--- src/rtl/gpu_pkg.sv ---
// Shared definitions for the GPU command controller: register offsets, opcodes,
// STATUS bit positions and the controller state type.
package gpu_pkg;

    localparam logic [3:0] REG_X1L     = 4'h0;
    localparam logic [3:0] REG_X1H     = 4'h1;
    localparam logic [3:0] REG_Y1L     = 4'h2;
    localparam logic [3:0] REG_Y1H     = 4'h3;
    localparam logic [3:0] REG_X2L     = 4'h4;
    localparam logic [3:0] REG_X2H     = 4'h5;
    localparam logic [3:0] REG_Y2L     = 4'h6;
    localparam logic [3:0] REG_Y2H     = 4'h7;
    localparam logic [3:0] REG_COLOR   = 4'h8;
    localparam logic [3:0] REG_CMD     = 4'h9;
    localparam logic [3:0] REG_STATUS  = 4'hA;
    localparam logic [3:0] REG_CNT     = 4'hB;
    localparam logic [3:0] REG_SCRATCH = 4'hC;

    localparam logic [3:0] OP_NOP   = 4'h0;
    localparam logic [3:0] OP_PIXEL = 4'h1;
    localparam logic [3:0] OP_LINE  = 4'h2;
    localparam logic [3:0] OP_RECT  = 4'h3;
    localparam logic [3:0] OP_FILL  = 4'h4;

    localparam int STAT_VALID = 0;
    localparam int STAT_BUSY  = 1;
    localparam int STAT_ERR   = 2;

    typedef enum logic {
        ST_IDLE,
        ST_STALL
    } ctrl_state_t;

endpackage

--- src/rtl/gpu_cmd_slot.sv ---
// One-deep command slot between the register bank and the drawing engine.
// A load always wins over a drain on the same edge, so the slot never empties when refilled.
module gpu_cmd_slot #(
    parameter int X_BITS = 10,
    parameter int Y_BITS = 9
) (
    input  logic              clk,
    input  logic              rst_n,
    input  logic              load,
    input  logic [3:0]        ld_op,
    input  logic [X_BITS-1:0] ld_x1,
    input  logic [Y_BITS-1:0] ld_y1,
    input  logic [X_BITS-1:0] ld_x2,
    input  logic [Y_BITS-1:0] ld_y2,
    input  logic [7:0]        ld_color,
    input  logic              cmd_ready,
    output logic              cmd_valid,
    output logic [3:0]        cmd_op,
    output logic [X_BITS-1:0] cmd_x1,
    output logic [Y_BITS-1:0] cmd_y1,
    output logic [X_BITS-1:0] cmd_x2,
    output logic [Y_BITS-1:0] cmd_y2,
    output logic [7:0]        cmd_color,
    output logic              drain
);

    assign drain = cmd_valid && cmd_ready;

    always_ff @(posedge clk or negedge rst_n) begin
        if (!rst_n) begin
            cmd_valid <= 1'b0;
            cmd_op    <= '0;
            cmd_x1    <= '0;
            cmd_y1    <= '0;
            cmd_x2    <= '0;
            cmd_y2    <= '0;
            cmd_color <= '0;
        end else if (load) begin
            cmd_valid <= 1'b1;
            cmd_op    <= ld_op;
            cmd_x1    <= ld_x1;
            cmd_y1    <= ld_y1;
            cmd_x2    <= ld_x2;
            cmd_y2    <= ld_y2;
            cmd_color <= ld_color;
        end else if (drain) begin
            cmd_valid <= 1'b0;
        end
    end

endmodule

--- src/rtl/gpu_cmd_ctrl.sv ---
// Host register bank on the EPP ip_* bus that turns CMD writes into engine commands,
// stalling the host while the command slot is occupied.
module gpu_cmd_ctrl
    import gpu_pkg::*;
#(
    parameter logic [7:0] ADDR_BASE = 8'h10,
    parameter int         X_BITS    = 10,
    parameter int         Y_BITS    = 9,
    parameter int         STALL_MAX = 1023
) (
    input  logic              clk,
    input  logic              rst_n,
    input  logic [7:0]        ip_addr,
    input  logic [7:0]        ip_do,
    input  logic              ip_wr,
    input  logic              ip_rd,
    output logic [7:0]        ip_di,
    output logic              ip_do_rdy,
    output logic              cmd_valid,
    input  logic              cmd_ready,
    output logic [3:0]        cmd_op,
    output logic [X_BITS-1:0] cmd_x1,
    output logic [X_BITS-1:0] cmd_x2,
    output logic [Y_BITS-1:0] cmd_y1,
    output logic [Y_BITS-1:0] cmd_y2,
    output logic [7:0]        cmd_color,
    input  logic              eng_busy
);

    localparam int XH      = X_BITS - 8;
    localparam int YH      = Y_BITS - 8;
    localparam int SC_BITS = $clog2(STALL_MAX + 1);

    ctrl_state_t       state;
    logic [X_BITS-1:0] x1, x2;
    logic [Y_BITS-1:0] y1, y2;
    logic [7:0]        color, scratch, cnt, rd_data;
    logic [3:0]        last_op, pend_op, load_op, off;
    logic [SC_BITS-1:0] stall_cnt;
    logic              err, in_win, wr_acc, rd_acc, cmd_wr, new_cmd;
    logic              load, drain, slot_free, timeout;

    assign in_win    = (ip_addr[7:4] == ADDR_BASE[7:4]);
    assign off       = ip_addr[3:0];
    assign wr_acc    = (state == ST_IDLE) && ip_wr && in_win;
    assign rd_acc    = (state == ST_IDLE) && ip_rd && !ip_wr;
    assign cmd_wr    = wr_acc && (off == REG_CMD);
    assign new_cmd   = cmd_wr && (ip_do[3:0] != OP_NOP);
    assign slot_free = !cmd_valid || drain;
    assign timeout   = (stall_cnt == SC_BITS'(STALL_MAX - 1));

    // A stalled command reuses the live registers: host writes are blocked meanwhile.
    always_comb begin
        load    = 1'b0;
        load_op = pend_op;
        if (state == ST_STALL) begin
            load = cmd_ready;
        end else if (new_cmd && slot_free) begin
            load    = 1'b1;
            load_op = ip_do[3:0];
        end
    end

    always_comb begin
        rd_data = '0;
        if (in_win) begin
            case (off)
                REG_X1L:     rd_data = x1[7:0];
                REG_X1H:     rd_data = 8'(x1[X_BITS-1:8]);
                REG_Y1L:     rd_data = y1[7:0];
                REG_Y1H:     rd_data = 8'(y1[Y_BITS-1:8]);
                REG_X2L:     rd_data = x2[7:0];
                REG_X2H:     rd_data = 8'(x2[X_BITS-1:8]);
                REG_Y2L:     rd_data = y2[7:0];
                REG_Y2H:     rd_data = 8'(y2[Y_BITS-1:8]);
                REG_COLOR:   rd_data = color;
                REG_CMD:     rd_data = {4'b0, last_op};
                REG_STATUS:  rd_data = {5'b0, err, eng_busy, cmd_valid};
                REG_CNT:     rd_data = cnt;
                REG_SCRATCH: rd_data = scratch;
                default:     rd_data = '0;
            endcase
        end
    end

    always_ff @(posedge clk or negedge rst_n) begin
        if (!rst_n) begin
            x1      <= '0;
            y1      <= '0;
            x2      <= '0;
            y2      <= '0;
            color   <= '0;
            scratch <= '0;
            last_op <= '0;
            cnt     <= '0;
        end else begin
            if (wr_acc) begin
                case (off)
                    REG_X1L:     x1[7:0]        <= ip_do;
                    REG_X1H:     x1[X_BITS-1:8] <= ip_do[XH-1:0];
                    REG_Y1L:     y1[7:0]        <= ip_do;
                    REG_Y1H:     y1[Y_BITS-1:8] <= ip_do[YH-1:0];
                    REG_X2L:     x2[7:0]        <= ip_do;
                    REG_X2H:     x2[X_BITS-1:8] <= ip_do[XH-1:0];
                    REG_Y2L:     y2[7:0]        <= ip_do;
                    REG_Y2H:     y2[Y_BITS-1:8] <= ip_do[YH-1:0];
                    REG_COLOR:   color          <= ip_do;
                    REG_CMD:     last_op        <= ip_do[3:0];
                    REG_SCRATCH: scratch        <= ip_do;
                    default:     ;
                endcase
            end
            if (load)
                cnt <= cnt + 8'd1;
        end
    end

    // Host handshake FSM; a timed-out stall drops the command and flags err.
    always_ff @(posedge clk or negedge rst_n) begin
        if (!rst_n) begin
            state     <= ST_IDLE;
            ip_di     <= '0;
            ip_do_rdy <= 1'b1;
            pend_op   <= '0;
            stall_cnt <= '0;
            err       <= 1'b0;
        end else begin
            case (state)
                ST_IDLE: begin
                    if (rd_acc) begin
                        ip_di <= rd_data;
                        if (in_win && off == REG_STATUS)
                            err <= 1'b0;
                    end
                    if (new_cmd && !slot_free) begin
                        state     <= ST_STALL;
                        ip_do_rdy <= 1'b0;
                        pend_op   <= ip_do[3:0];
                        stall_cnt <= '0;
                    end
                end
                ST_STALL: begin
                    if (cmd_ready) begin
                        state     <= ST_IDLE;
                        ip_do_rdy <= 1'b1;
                    end else if (timeout) begin
                        state     <= ST_IDLE;
                        ip_do_rdy <= 1'b1;
                        err       <= 1'b1;
                    end else begin
                        stall_cnt <= stall_cnt + 1'b1;
                    end
                end
                default: state <= ST_IDLE;
            endcase
        end
    end

    gpu_cmd_slot #(
        .X_BITS(X_BITS),
        .Y_BITS(Y_BITS)
    ) u_slot (
        .clk       (clk),
        .rst_n     (rst_n),
        .load      (load),
        .ld_op     (load_op),
        .ld_x1     (x1),
        .ld_y1     (y1),
        .ld_x2     (x2),
        .ld_y2     (y2),
        .ld_color  (color),
        .cmd_ready (cmd_ready),
        .cmd_valid (cmd_valid),
        .cmd_op    (cmd_op),
        .cmd_x1    (cmd_x1),
        .cmd_y1    (cmd_y1),
        .cmd_x2    (cmd_x2),
        .cmd_y2    (cmd_y2),
        .cmd_color (cmd_color),
        .drain     (drain)
    );

endmodule

--- config.mk ---
export PLATFORM = sky130hd
export DESIGN_NAME = gpu_cmd_ctrl
export DESIGN_NICKNAME = d
export VERILOG_FILES = /design/src/rtl/gpu_pkg.sv /design/src/rtl/gpu_cmd_slot.sv /design/src/rtl/gpu_cmd_ctrl.sv
export SDC_FILE = /design/constraint.sdc
export NUM_CORES = 1
export LEC_CHECK = 0
export ABC_AREA = 1
export CORE_MARGIN = 5
export CORE_UTILIZATION = 50
export CTS_BUF_LIST = sky130_fd_sc_hd__clkbuf_8
export DETAILED_ROUTE_END_ITERATION = 12
export DONT_BUFFER_PORTS = 1
export GPL_TIMING_DRIVEN = 0
export PLACE_DENSITY = 0.71
export SLEW_MARGIN = 20
export SYNTH_ARGS = -nofsm -noshare
export SYNTH_HDL_FRONTEND = slang
export SYNTH_SLANG_ARGS = --single-unit
--- constraint.sdc ---
create_clock -name clk -period 4.6 [get_ports clk]
set_clock_uncertainty 0.05 [all_clocks]
set_input_delay 0.92 -clock clk [delete_from_list [all_inputs] [get_ports clk]]
set_output_delay 0.92 -clock clk [all_outputs]
set_load 0.03 [all_outputs]
# After elaboration in Yosys (flattened, before gate mapping)
# Cells that the tools add are included.
[totals]
regBits = 142
out_inout_bits = 60
elab_cells = 106
[classes]
n_addsub = 2
n_eq_ne = 21
mux = 24
bitwise_logic = 1
n_reduce_logical = 33
[op_table]
columns = ["op", "n"]
rows = [
  ["8-bit one-hot mux with 13 select lines", 1],
  ["10-bit two-way mux", 3],
  ["2-bit AND reduction", 14],
  ["4-bit equality test (second input constant)", 5],
  ["10-bit one-hot mux with 2 select lines", 1],
  ["4-bit by 3-bit equality test with 1-bit output (second input constant)", 4],
  ["1-bit two-way mux", 13],
  ["10-bit by 1-bit adder with 10-bit output (second input constant)", 1],
  ["10-bit equality test (second input constant)", 1],
  ["1-bit logical AND", 10],
  ["8-bit by 1-bit adder with 8-bit output (second input constant)", 1],
  ["4-bit by 1-bit equality test with 1-bit output (second input constant)", 2],
  ["4-bit by 2-bit equality test with 1-bit output (second input constant)", 2],
  ["4-bit two-way mux", 2],
  ["8-bit two-way mux", 1],
  ["2-bit by 1-bit inequality test with 1-bit output (second input constant)", 3],
  ["2-bit inequality test (second input constant)", 3],
  ["1-bit one-hot mux with 2 select lines", 3],
  ["4-bit zero test", 1],
  ["4-bit AND reduction", 1],
  ["4-bit nonzero test", 1],
  ["1-bit zero test", 3],
  ["3-bit by 2-bit inequality test with 1-bit output (second input constant)", 1],
  ["3-bit AND reduction", 1],
  ["3 further kinds", 3],
]

# Logic depth before layout (Yosys ltp)
# Gate-level depths: netlist (run 1).
[logic_depth]
word_depth = 9
mapped_depth = 10
mapped_depth_nobuf = 10

# Cells and area by module
# From an unflattened synthesis (run 1), not the netlist that was laid out.
[hier_totals]
hier_cells = 798
hier_area_um2 = 6556.3
[by_module_without_submodules]
columns = ["mod", "instances", "cells_per_inst", "area_each_um2", "seq_area_each_um2"]
rows = [
  ["gpu_cmd_ctrl", 1, 580, 4513.1, 2278.4],
  ["gpu_cmd_slot", 1, 218, 2043.2, 1276.2],
]

# Least setup slack after synthesis (run 1)
# OpenSTA, ideal clock, no wires.
[synth_path]
kind = "input-to-reg"
from = "in ip_addr[1]"
to = "reg u_slot.cmd_color[0]"
setup_ps = 117
arrival_ps = 1994
path_slack_ps = 2439
stages = 10
path_cell_list = "inv_2 > nand2_1 > nor2_2 > inv_2 > nor2_4 > nand3_2 > buf_2 > buf_6 > nand3_1 > nand2_1"
[synth_via]
elab_chain_len = 6
[synth_rtl]
columns = ["element", "line", "rtl"]
rows = [
  ["start: declaration", "gpu_cmd_ctrl.sv:13", "input logic [7:0] ip_addr,"],
  ["4-bit equality test", "gpu_cmd_ctrl.sv:47", "assign cmd_wr = wr_acc && (off == REG_CMD);"],
  ["1-bit logical AND", "gpu_cmd_ctrl.sv:47", ""],
  ["1-bit logical AND", "gpu_cmd_ctrl.sv:48", "assign new_cmd = cmd_wr && (ip_do[3:0] != OP_NOP);"],
  ["1-bit logical AND", "gpu_cmd_ctrl.sv:58", "end else if (new_cmd && slot_free) begin"],
  ["1-bit two-way mux", "gpu_cmd_ctrl.sv:58", ""],
  ["1-bit two-way mux", "gpu_cmd_ctrl.sv:56", "if (state == ST_STALL) begin"],
  ["end signal: assignment", "gpu_cmd_slot.sv:45", "cmd_color <= ld_color;"],
  ["end: declaration", "gpu_cmd_slot.sv:23", "output logic [7:0] cmd_color,"],
]
# No other way between the ends.
# A chain may end at the register's enable or synchronous reset.

# Worst setup path after layout (run 1)
[layout_path]
from = "in ip_do[2]"
to = "reg u_slot.cmd_color[6]"
[layout_via]
elab_chain_len = 5
[layout_rtl]
columns = ["element", "line", "rtl"]
rows = [
  ["start: declaration", "gpu_cmd_ctrl.sv:14", "input logic [7:0] ip_do,"],
  ["4-bit nonzero test", "gpu_cmd_ctrl.sv:48", ""],
  ["1-bit logical AND", "gpu_cmd_ctrl.sv:48", ""],
  ["1-bit logical AND", "gpu_cmd_ctrl.sv:58", ""],
  ["1-bit two-way mux", "gpu_cmd_ctrl.sv:58", ""],
  ["1-bit two-way mux", "gpu_cmd_ctrl.sv:56", ""],
]
# No other way between the ends.

==> impl_results.md, run 1 <==
* Total of cells resized after clock tree synthesis at 0
* Maximum clock rate at 430 MHz
* Post-CTS Hold Fix Bufs at 0
* Cell taking the most area after synthesis: sky130_fd_sc_hd__dfrtp_1
* Leak pwr at 0.00370 uW
* #FFs+latches synth at 142
* Syn nets at 836
* Via count of the first global-routing pass at 5330
* Detailed Place HPWL at 13100 um
* Largest net degree at the start of global routing at 143
* Initial cell density of the core at 0.510
* Origin of the critical flop-to-flop path: state$_DFF_PN0_
* Endpoint kind of the worst setup timing path: flip-flop
* Total Negative Setup Slacks at 0 ns
* Worst Setup Path Type: in -> reg
* Antenna violations before repair at 0
* Routed vias/inst at 5.40
* Number of I/O pins at 82
* Status: completed
* Worst setup slack after placement at 1.88 ns
* Routed length per instance at 17.8 um
* Setup Fix Bufs, Post-CTS at 0
* Die width at 124 um
* PD cells at 331 nW/um^2
* GRT Resource Usage Total at 0.252
* Register-to-register path setup slack at 2.39 ns
* Yosys warnings at 0
* CTS tree: yes
* Req. time, crit path at 4.90 ns
* Initial DRT Pass Iterations at 5
* Final setup vio count at 0
* Cell types with the largest area share after synthesis: sky130_fd_sc_hd__dfrtp_1 (55%), sky130_fd_sc_hd__nand2_1 (19%), sky130_fd_sc_hd__nand3_1 (7.0%)
* Area growth from synthesis to layout at 9.17%
* Min Tclk post-route at 2.32 ns
* Antenna diode instance count at 0
* Number of clock buffers inserted by TritonCTS at 17
* Total non-filler cell area in the finished layout at 7060 um^2
* Filler Cells Inserted at 1238
* Share of cells above drive strength 1 at 0.0617
* Library cells used by synthesis at 29
* WP data arrival at 2.62 ns
* Rel. slew slack at 0.544
* Final slew viol count at 0
* Overflow after GRT at 0
* Final period util at 0.505
* Worst-skew pair later-pin latency at 0.46 ns
* Cells after DPL at 983
* VDD IR-drop max at 0.000128 V
* Gpl congestion at 0.927
* Unrepaired setup endpoints after global routing: false
* Number of placement rows at 41
* Worst Reg2Reg Path Length in Cells at 8
* Hold Fails Final Rpt at 0
* Worst min-delay path category: in -> async
* Routed vias at 5483
* Final worst-path setup slack at 2.28 ns
* Maximum fanout along the worst path at 10
* Number of buffers on the longest clock path at 2
* Critical Path Start Type: input port
* Root buf cell: sky130_fd_sc_hd__clkbuf_8
* Die boundary height at 124 um
* Final cell count without fillers at 1015
* Core Footprint at 12700 um^2
* Reg-to-reg endpoint: u_slot.cmd_color[6]$_DFFE_PN0P_
* Residual antenna-violating net count after detailed routing at 0
* Proportion of synthesized chip area in sequential cells at 0.550
* Post-synth top area share at 0.546
* Standard cell area after detailed placement at 6680 um^2
* Detailed router's first-iteration violation count at 458
* Total Die Area at 15300 um^2
* Net count, final at 855
* Aggregate routed wire length at 18000 um
* Layout Utilization at 0.557
* Transition at the pin with the smallest max-transition slack at 0.684 ns
* CTS sink count at 142
* Clk pin slew, worst setup/hold paths at 0.08 ns
* Syn Area/Cell at 7.97 um^2
* DRC violations left at 0
* Syn Std Cell Area at 6470 um^2
* Max_cap viols at 0
* Global-route wire length before repair at 28600 um
* Max H-tree Level at 4
* Cells after synthesis at 811
* I/O Buffers at 0
[critical path, cell delays in order]
cell,delay (ns)
sky130_fd_sc_hd__inv_1,0.35
sky130_fd_sc_hd__nand3_1,0.31
sky130_fd_sc_hd__nand3_2,0.35
sky130_fd_sc_hd__nand2_2,0.25
sky130_fd_sc_hd__buf_4,0.26
sky130_fd_sc_hd__nand2_1,0.10
sky130_fd_sc_hd__nand2_1,0.07
[through the flow]
stage,hold slack [ns],power [uW]
3_3_place_gp,0.417,1410
2_1_floorplan,0.403,1380
4_1_cts,0.0757,2360
3_5_place_dp,0.424,1410
6_report,0.102,2340
5_1_grt,0.0631,2420
[cells in the final DEF, fill, tap and decap left out, types with 12 or more instances in the layout]
cell                       instances
sky130_fd_sc_hd__nand4_1          13
sky130_fd_sc_hd__clkbuf_8         19
sky130_fd_sc_hd__o21ai_1          12
sky130_fd_sc_hd__o21ai_0          58
sky130_fd_sc_hd__dfrtp_1         141
sky130_fd_sc_hd__clkbuf_1         18
sky130_fd_sc_hd__inv_1            50
sky130_fd_sc_hd__nor2_1           51
sky130_fd_sc_hd__nand2_1         329
sky130_fd_sc_hd__nand3_1          90
[flip-flops by register name, summed over array words and instances (netlist names), 9 cells and up]
signal	count
x1	10
u_slot.cmd_x2	10
u_slot.cmd_y1	9
y1	9
x2	10
y2	9
u_slot.cmd_y2	9
u_slot.cmd_x1	10
stall_cnt	10
[Yosys cell counts]
| library cell | instances |
|---|---|
| sky130_fd_sc_hd__o21ai_0 | 58 |
| sky130_fd_sc_hd__inv_1 | 49 |
| sky130_fd_sc_hd__dfrtp_1 | 141 |
| sky130_fd_sc_hd__buf_6 | 1 |
| sky130_fd_sc_hd__nor2_1 | 51 |
| sky130_fd_sc_hd__buf_2 | 1 |
| sky130_fd_sc_hd__nand4_1 | 13 |
| sky130_fd_sc_hd__inv_2 | 4 |
| sky130_fd_sc_hd__a211oi_2 | 1 |
| sky130_fd_sc_hd__clkbuf_1 | 18 |
| sky130_fd_sc_hd__a21oi_1 | 4 |
| sky130_fd_sc_hd__ha_1 | 3 |
| sky130_fd_sc_hd__xnor2_1 | 3 |
| sky130_fd_sc_hd__nor2_2 | 3 |
| sky130_fd_sc_hd__nand3_1 | 90 |
| sky130_fd_sc_hd__nand3_2 | 1 |
| sky130_fd_sc_hd__o22ai_1 | 2 |
| sky130_fd_sc_hd__o21ai_1 | 12 |
| sky130_fd_sc_hd__dfstp_2 | 1 |
| sky130_fd_sc_hd__nand3b_1 | 1 |
| sky130_fd_sc_hd__nor3_1 | 7 |
| sky130_fd_sc_hd__nand2_2 | 1 |
| sky130_fd_sc_hd__buf_4 | 7 |
| sky130_fd_sc_hd__nand2_1 | 329 |
| sky130_fd_sc_hd__and3_1 | 1 |
| sky130_fd_sc_hd__xor2_1 | 5 |
| sky130_fd_sc_hd__nor3b_1 | 1 |
| sky130_fd_sc_hd__nor2_4 | 1 |
| sky130_fd_sc_hd__a31oi_1 | 2 |
[kinds of logic (layout without fill, tap and decap cells)]
kind of cell | after synthesis | count (layout) | synth area share
buffers and inverters | 80 | 112 | 0.0519
AND/OR/NAND/NOR | 499 | 499 | 0.319
flip-flops | 142 | 142 | 0.550
adder cells (fa/ha/maj) | 3 | 3 | 0.00581
AO/OA/AOI/OAI | 79 | 79 | 0.0631
XOR/XNOR | 8 | 8 | 0.0108
[worst max-delay path by stage]
stage	startpoint	end	slack, ns	cells after the start
final	ip_do[2]	u_slot.cmd_color[6]$_DFFE_PN0P_	2.28	7
after global routing	ip_addr[5]	pend_op[3]$_DFFE_PN0P_	2.19	8
after CTS	ip_addr[4]	pend_op[3]$_DFFE_PN0P_	2.37	9
after detailed placement	ip_addr[4]	pend_op[3]$_DFFE_PN0P_	1.88	9
after global placement	ip_addr[4]	pend_op[1]$_DFFE_PN0P_	1.93	9
after floorplan	ip_addr[1]	u_slot.cmd_color[0]$_DFFE_PN0P_	2.44	10
[metal layers]
metal,track usage,share of wire
met1,0.341,0.42
met2,0.382,0.46
met4,0.0955,0.024
met3,0.0763,0.092
met5,0,0
[layout make-up]
type,instances,area (um^2),area share
clock buffers,19,262,0.0370
plain buffers,27,136,0.0193
well taps,172,215,0.0305
inverters,53,199,0.0282
clock inverters,13,116,0.0165
multi-input cells,589,2580,0.365
flip-flops and latches,142,3550,0.504
[report_power, final]
group          internal (uW)  switching (uW)
sequential              1280            35.3
clock                    454             499
combinational           21.6            52.7
Power figures use the tool's default switching activity.
==> run 2, diff against run 1 <==
Clock period 4.6 ns to 2.25 ns, I/O delays scaled along.
==> run 2 against run 1 <==
The flow now finishes with violations (negative hold slack). Largest cell class unchanged. Non-clock buffer count did not move. Largest power group unchanged. Clock-buffer cell count did not move. Worst hold slack got worse by 0.47 ns. First-iteration DRC count rose by 8.7%. Register-to-register slack got worse by 2.2 ns. Worst setup slack got worse by 2.1 ns.
==> impl_results.md, run 2 (synthesized netlist as in run 1, its figures left out) <==
* Die width at 124 um (unchanged)
* Number of I/O pins at 82 (unchanged)
* Leak pwr at 0.00370 uW (about the same)
* Number of buffers on the longest clock path at 2 (unchanged)
* Filler Cells Inserted at 1237 (-0.081%)
* Unrepaired setup endpoints after global routing: false
* Detailed router's first-iteration violation count at 498 (+8.7%)
* Comb power frac at 0.032 (about the same)
* Number of placement rows at 41 (unchanged)
* Hold Fails Final Rpt at 142 (+142)
* Clk pin slew, worst setup/hold paths at 0.08 ns (about the same)
* Switching Fraction at 0.252 (+0.00126)
* Net count, final at 855 (unchanged)
* Die boundary height at 124 um (unchanged)
* Global-route wire length before repair at 28600 um (unchanged)
* Root buf cell: sky130_fd_sc_hd__clkbuf_8
* I/O Buffers at 0 (unchanged)
* Cell repeated most along the worst path: sky130_fd_sc_hd__nand2_1
* Routed vias/inst at 5.43 (+0.60%)
* Worst min-delay path category: in -> async
* Transition at the pin with the smallest max-transition slack at 0.652 ns (-0.0324 ns)
* Min Tclk post-route at 2.06 ns
* Worst-skew pair later-pin latency at 0.47 ns (about the same)
* Antenna violations before repair at 0 (unchanged)
* Critical path buffers and inverters at 3 (+1)
* Slowest CP cell: sky130_fd_sc_hd__dfrtp_1
* Via count of the first global-routing pass at 5330 (unchanged)
* Total Die Area at 15300 um^2 (unchanged)
* Top library cells by usage in the layout, fill and taps aside: sky130_fd_sc_hd__nand2_1 (329), sky130_fd_sc_hd__dfrtp_1 (141), sky130_fd_sc_hd__nand3_1 (90)
* PD cells at 677 nW/um^2 (+100%)
* Setup Fix Bufs, Post-CTS at 0 (unchanged)
* Worst Setup Path Type: reg -> reg
* Net switching power of the design at 1210 uW (+110%)
* Status: finished, violations left
* Initial DRT Pass Iterations at 5 (unchanged)
* Cell breakdown of the critical path: inv_2, nand2_1, nor2_2, buf_4, nand4_1, clkbuf_1, nand2_1, o21ai_0
* Largest net degree at the start of global routing at 143 (unchanged)
* Leading cell type in the layout, fill and taps excluded: sky130_fd_sc_hd__nand2_1
* Core Footprint at 12700 um^2 (unchanged)
* WP data arrival at 2.34 ns (-0.28 ns)
* Area growth from synthesis to layout at 9.40%
* DRC violations left at 0 (unchanged)
* Critical Path Start Type: flip-flop
* Layout Utilization at 0.558 (+0.00118)
* Maximum fanout along the worst path at 10 (unchanged)
* Max H-tree Level at 4 (unchanged)
* Endpoint kind of the worst setup timing path: flip-flop
* Failing checks: negative hold slack
* Register cell area after layout at 3550 um^2 (unchanged)
* Internal power at 3580 uW (+100%)
* Delay of the slowest cell on the worst path at 0.44 ns (+0.09 ns)
* CTS tree: yes
* Maximum clock rate at 485 MHz
* Final period util at 0.916
* Total Negative Setup Slacks at 0 ns (unchanged)
* Antenna diode instance count at 0 (unchanged)
* GRT Resource Usage Total at 0.252 (unchanged)
* Number of clock buffers inserted by TritonCTS at 17 (unchanged)
* Initial cell density of the core at 0.510 (unchanged)
* Rel. slew slack at 0.566 (+0.0216)
* Final slew viol count at 0 (unchanged)
* Overflow after GRT at 0 (unchanged)
* Routed vias at 5516 (+0.60%)
* VDD IR-drop max at 0.000260 V (+100%)
* Multi-input gate area at 2590 um^2 (+0.58%)
* Req. time, crit path at 2.53 ns (-2.37 ns)
* Residual antenna-violating net count after detailed routing at 0 (unchanged)
* Clock network power share at 0.408 (about the same)
* Detailed Place HPWL at 13100 um (unchanged)
* Final setup vio count at 0 (unchanged)
* Fin Hold WS at -0.372 ns (-0.474 ns)
* Aggregate routed wire length at 18000 um (-0.22%)
* Kind of cell adding the most delay to the critical path: buffers and inverters
* CTS sink count at 142 (unchanged)
* Routed length per instance at 17.7 um (-0.22%)
* Share of cells above drive strength 1 at 0.0629 (+0.00119)
* Gpl congestion at 0.927 (unchanged)
* Power share of the sequential group at 0.560 (about the same)
* Max_cap viols at 0 (unchanged)
[run 2: cell counts in the layout (fill, tap and decap cells not counted)]
No cell type changed its count.
[run 2: power groups by stage]
stage,Clock (uW),Sequential (uW),Combinational (uW)
global placement,0,2730,147
floorplan,0,2710,106
CTS,1990,2680,150
global route,2100,2690,171
finish,1960,2680,152
detailed placement,0,2730,150
[run 2: worst paths after layout]
kind / from / to / slack [ns] / depth (start not counted)
worst max register to register: state$_DFF_PN0_ / pend_op[3]$_DFFE_PN0P_ / 0.19 / 8
worst min-delay path: rst_n / u_slot.cmd_x2[1]$_DFFE_PN0P_ / -0.37 / 0
max in group asynchronous: rst_n / ip_do_rdy$_DFFE_PN1P_ / 2.29 / 0
min in group clk: cmd_ready / err$_DFFE_PN0P_ / 0.03 / 1
worst max-delay path: state$_DFF_PN0_ / pend_op[3]$_DFFE_PN0P_ / 0.19 / 8
worst min register to register: scratch[2]$_DFFE_PN0P_ / scratch[2]$_DFFE_PN0P_ / 0.44 / 2
[run 2: layer usage]
metal  up-vias  track usage  share of wire
met5         -            0              0
met4         0       0.0955          0.026
met3        41       0.0763          0.090
met2       223        0.382           0.46
met1      2610        0.341           0.42
li1       2642            -              -
[run 2: final cells by class]
cell class,instances,area share
Buffer,27,0.0193
Multi-Input combinational cell,589,0.366
Sequential cell,142,0.502
Clock buffer,19,0.0370
Clock inverter,13,0.0164
Inverter,53,0.0281
Tap cell,172,0.0304
[run 2: worst reg2reg max path: stages (launching register included)]
cell	delay, ns
sky130_fd_sc_hd__dfrtp_1	0.44
sky130_fd_sc_hd__inv_2	0.18
sky130_fd_sc_hd__nand2_1	0.09
sky130_fd_sc_hd__nor2_2	0.25
sky130_fd_sc_hd__buf_4	0.26
sky130_fd_sc_hd__nand4_1	0.19
sky130_fd_sc_hd__clkbuf_1	0.28
sky130_fd_sc_hd__nand2_1	0.11
sky130_fd_sc_hd__o21ai_0	0.09
[run 2: timing repair]
| action | 4_1_cts | 5_1_grt |
|---|---|---|
| endpoints found under the setup margin | 0 | 42 |
| resized for setup | 0 | 3 |
| endpoints found under the hold margin | 142 | 142 |
[run 2: through the flow]
| step | cell area (um^2) | cells | power [uW] | hold slack (ns) | setup slack (ns) |
|---|---|---|---|---|---|
| 6_report | 7070 | 1015 | 4790 | -0.372 | 0.189 |
| 5_1_grt | 7070 | 1015 | 4960 | -0.407 | 0.0305 |
| 4_1_cts | 7060 | 1015 | 4820 | -0.394 | 0.0735 |
| 3_5_place_dp | 6680 | 983 | 2880 | 0.109 | 0.000566 |
| 3_3_place_gp | 6680 | 983 | 2880 | 0.111 | 0.0469 |
| 2_1_floorplan | 6470 | 811 | 2810 | 0.104 | 0.559 |
==> run 3, diff against run 2 <==
Settings changed: GPL_TIMING_DRIVEN 0 to not set.
==> run 3 against run 2 <==
The run still ends with negative hold slack left. Non-clock buffer count shrank 15. Sequential power is essentially flat. Worst hold slack gained 0.011 ns. Clock power grew 4%. Highest routed layer unchanged.
==> impl_results.md, run 3 (synthesized netlist as in run 1, its figures left out) <==
* Status: finished, violations left
* Failing checks: negative hold slack
* Fin Hold WS at -0.361 ns (+0.0111 ns)
* CTS tree: yes
* Final setup vio count at 0 (unchanged)
* Endpoint kind of the worst setup timing path: flip-flop
* Number of placement rows at 41 (unchanged)
* Root buf cell: sky130_fd_sc_hd__clkbuf_8
* Final period util at 0.887 (-0.0295)
* Detailed Place HPWL at 12300 um (-6.3%)
* Hold Fails Final Rpt at 142 (unchanged)
* Final slew viol count at 0 (unchanged)
* Worst setup slack after placement at 0.252 ns (+0.251 ns)
* Antenna violations before repair at 0 (unchanged)
* Net count, final at 840 (-1.8%)
* Layout Utilization at 0.556 (-0.00257)
* Maximum fanout along the worst path at 11 (+1)
* VDD IR-drop max at 0.000412 V (+59%)
* Worst min-delay path category: in -> async
* Routed vias at 5411 (-1.9%)
* Unrepaired setup endpoints after global routing: false
* Total Die Area at 15300 um^2 (unchanged)
* Core Footprint at 12700 um^2 (unchanged)
* Die width at 124 um (unchanged)
* Number of I/O pins at 82 (unchanged)
* Worst-skew pair later-pin latency at 0.45 ns (-0.02 ns)
* Top library cells by usage in the layout, fill and taps aside: sky130_fd_sc_hd__nand2_1 (328), sky130_fd_sc_hd__dfrtp_1 (141), sky130_fd_sc_hd__nand3_1 (90)
* Rel. slew slack at 0.609 (+0.0432)
* Gpl congestion at 1.00 (+8.1%)
* CTS sink count at 142 (unchanged)
* Number of buffers on the longest clock path at 2 (unchanged)
* Clk pin slew, worst setup/hold paths at 0.08 ns (about the same)
* Initial cell density of the core at 0.510 (unchanged)
* Critical Path Start Type: flip-flop
* Routed vias/inst at 5.42 (-0.33%)
* Area growth from synthesis to layout at 8.90%
* PD cells at 693 nW/um^2 (+2.3%)
* Max H-tree Level at 4 (unchanged)
* I/O Buffers at 0 (unchanged)
* Leading cell type in the layout, fill and taps excluded: sky130_fd_sc_hd__nand2_1
* Aggregate routed wire length at 17200 um (-4.6%)
* Total of cells resized after clock tree synthesis at 0 (unchanged)
* Die boundary height at 124 um (unchanged)
* Leak pwr at 0.00371 uW (+0.30%)
* Via count of the first global-routing pass at 5245 (-1.6%)
* Routed length per instance at 17.2 um (-3.1%)
* Maximum clock rate at 501 MHz (+3.3%)
* Antenna diode instance count at 0 (unchanged)
* Share of cells above drive strength 1 at 0.0677 (+0.00484)
* Global-route wire length before repair at 27800 um (-2.6%)
* Register-to-register path setup slack at 0.26 ns (+0.07 ns)
* Max_cap viols at 0 (unchanged)
* Worst Setup Path Type: reg -> reg
* Transition at the pin with the smallest max-transition slack at 0.585 ns (-0.0669 ns)
* Req. time, crit path at 2.54 ns (about the same)
* Final worst-path setup slack at 0.255 ns (+0.0663 ns)
* WP data arrival at 2.28 ns (-0.06 ns)
* Total Negative Setup Slacks at 0 ns (unchanged)
* Worst setup startpoint: stall_cnt[0]$_DFFE_PN0P_
* Largest net degree at the start of global routing at 143 (unchanged)
* Residual antenna-violating net count after detailed routing at 0 (unchanged)
* Detailed router's first-iteration violation count at 317 (-36%)
* GRT Resource Usage Total at 0.241 (-0.0111)
* Min Tclk post-route at 1.99 ns (-0.0663 ns)
* Number of clock buffers inserted by TritonCTS at 17 (unchanged)
* Overflow after GRT at 0 (unchanged)
* Setup Fix Bufs, Post-CTS at 0 (unchanged)
* Initial DRT Pass Iterations at 5 (unchanged)
* DRC violations left at 0 (unchanged)
* Origin of the critical flop-to-flop path: stall_cnt[0]$_DFFE_PN0P_
-- run 3: cell count changes in the layout (fill, tap and decap cells not counted), sizes merged --
cell	before	now
buf	9	12
bufinv	1	2
clkbuf	37	20
clkinv	5	6
clkinvlp	5	3
inv	55	53
-- run 3: per-stage QoR --
stage,instances,area [um^2],hold slack (ns),total power [uW]
after global routing,999,7040,-0.390,5050
after global placement,968,6650,0.109,2880
after detailed placement,968,6650,0.110,2880
after CTS,999,7040,-0.389,4910
after floorplan,811,6470,0.104,2810
final,999,7040,-0.361,4880
-- run 3: path summary, 6_finish.rpt --
path	endpoint	depth (start not counted)
max in group asynchronous	ip_do_rdy$_DFFE_PN1P_	0
setup / recovery	stall_cnt[9]$_DFFE_PN0P_	10
hold reg to reg	scratch[6]$_DFFE_PN0P_	2
hold / removal	u_slot.cmd_y2[6]$_DFFE_PN0P_	0
min in group clk	err$_DFFE_PN0P_	1
setup reg to reg	stall_cnt[9]$_DFFE_PN0P_	10
-- run 3: final cells by class --
cell class	count	area [um^2]
Multi-Input combinational cell	589	2580
Clock buffer	20	275
Clock inverter	11	116
Inverter	53	199
Fill cell	1166	5630
Timing Repair Buffer	12	103
Tap cell	172	215
Sequential cell	142	3550
-- run 3: critical path: stages (launching register included) --
cell and delay, ns:
sky130_fd_sc_hd__dfrtp_1 0.42, sky130_fd_sc_hd__inv_1 0.09, sky130_fd_sc_hd__ha_1 0.20, sky130_fd_sc_hd__inv_1 0.07, sky130_fd_sc_hd__nor2_1 0.05, sky130_fd_sc_hd__nand3b_1 0.24, sky130_fd_sc_hd__nand2_1 0.18, sky130_fd_sc_hd__nand2_1 0.32
sky130_fd_sc_hd__inv_1 0.12, sky130_fd_sc_hd__nand2_1 0.08, sky130_fd_sc_hd__nand2_1 0.06
-- run 3: power breakdown --
group          internal [uW]  switching, uW  leakage (uW)
Sequential              2610           73.2       0.00192
Clock                   1060            983      0.000196
Combinational           47.3            108       0.00159
Total                   3710           1160       0.00371
-- run 3: layer usage --
metal / part of all wire / GRT usage / wire length [um]
met1: 0.45 / 0.329 / 7660
met2: 0.46 / 0.368 / 7920
met5: 0 / 0 / 0
met4: 0.021 / 0.0865 / 354
met3: 0.072 / 0.0663 / 1240
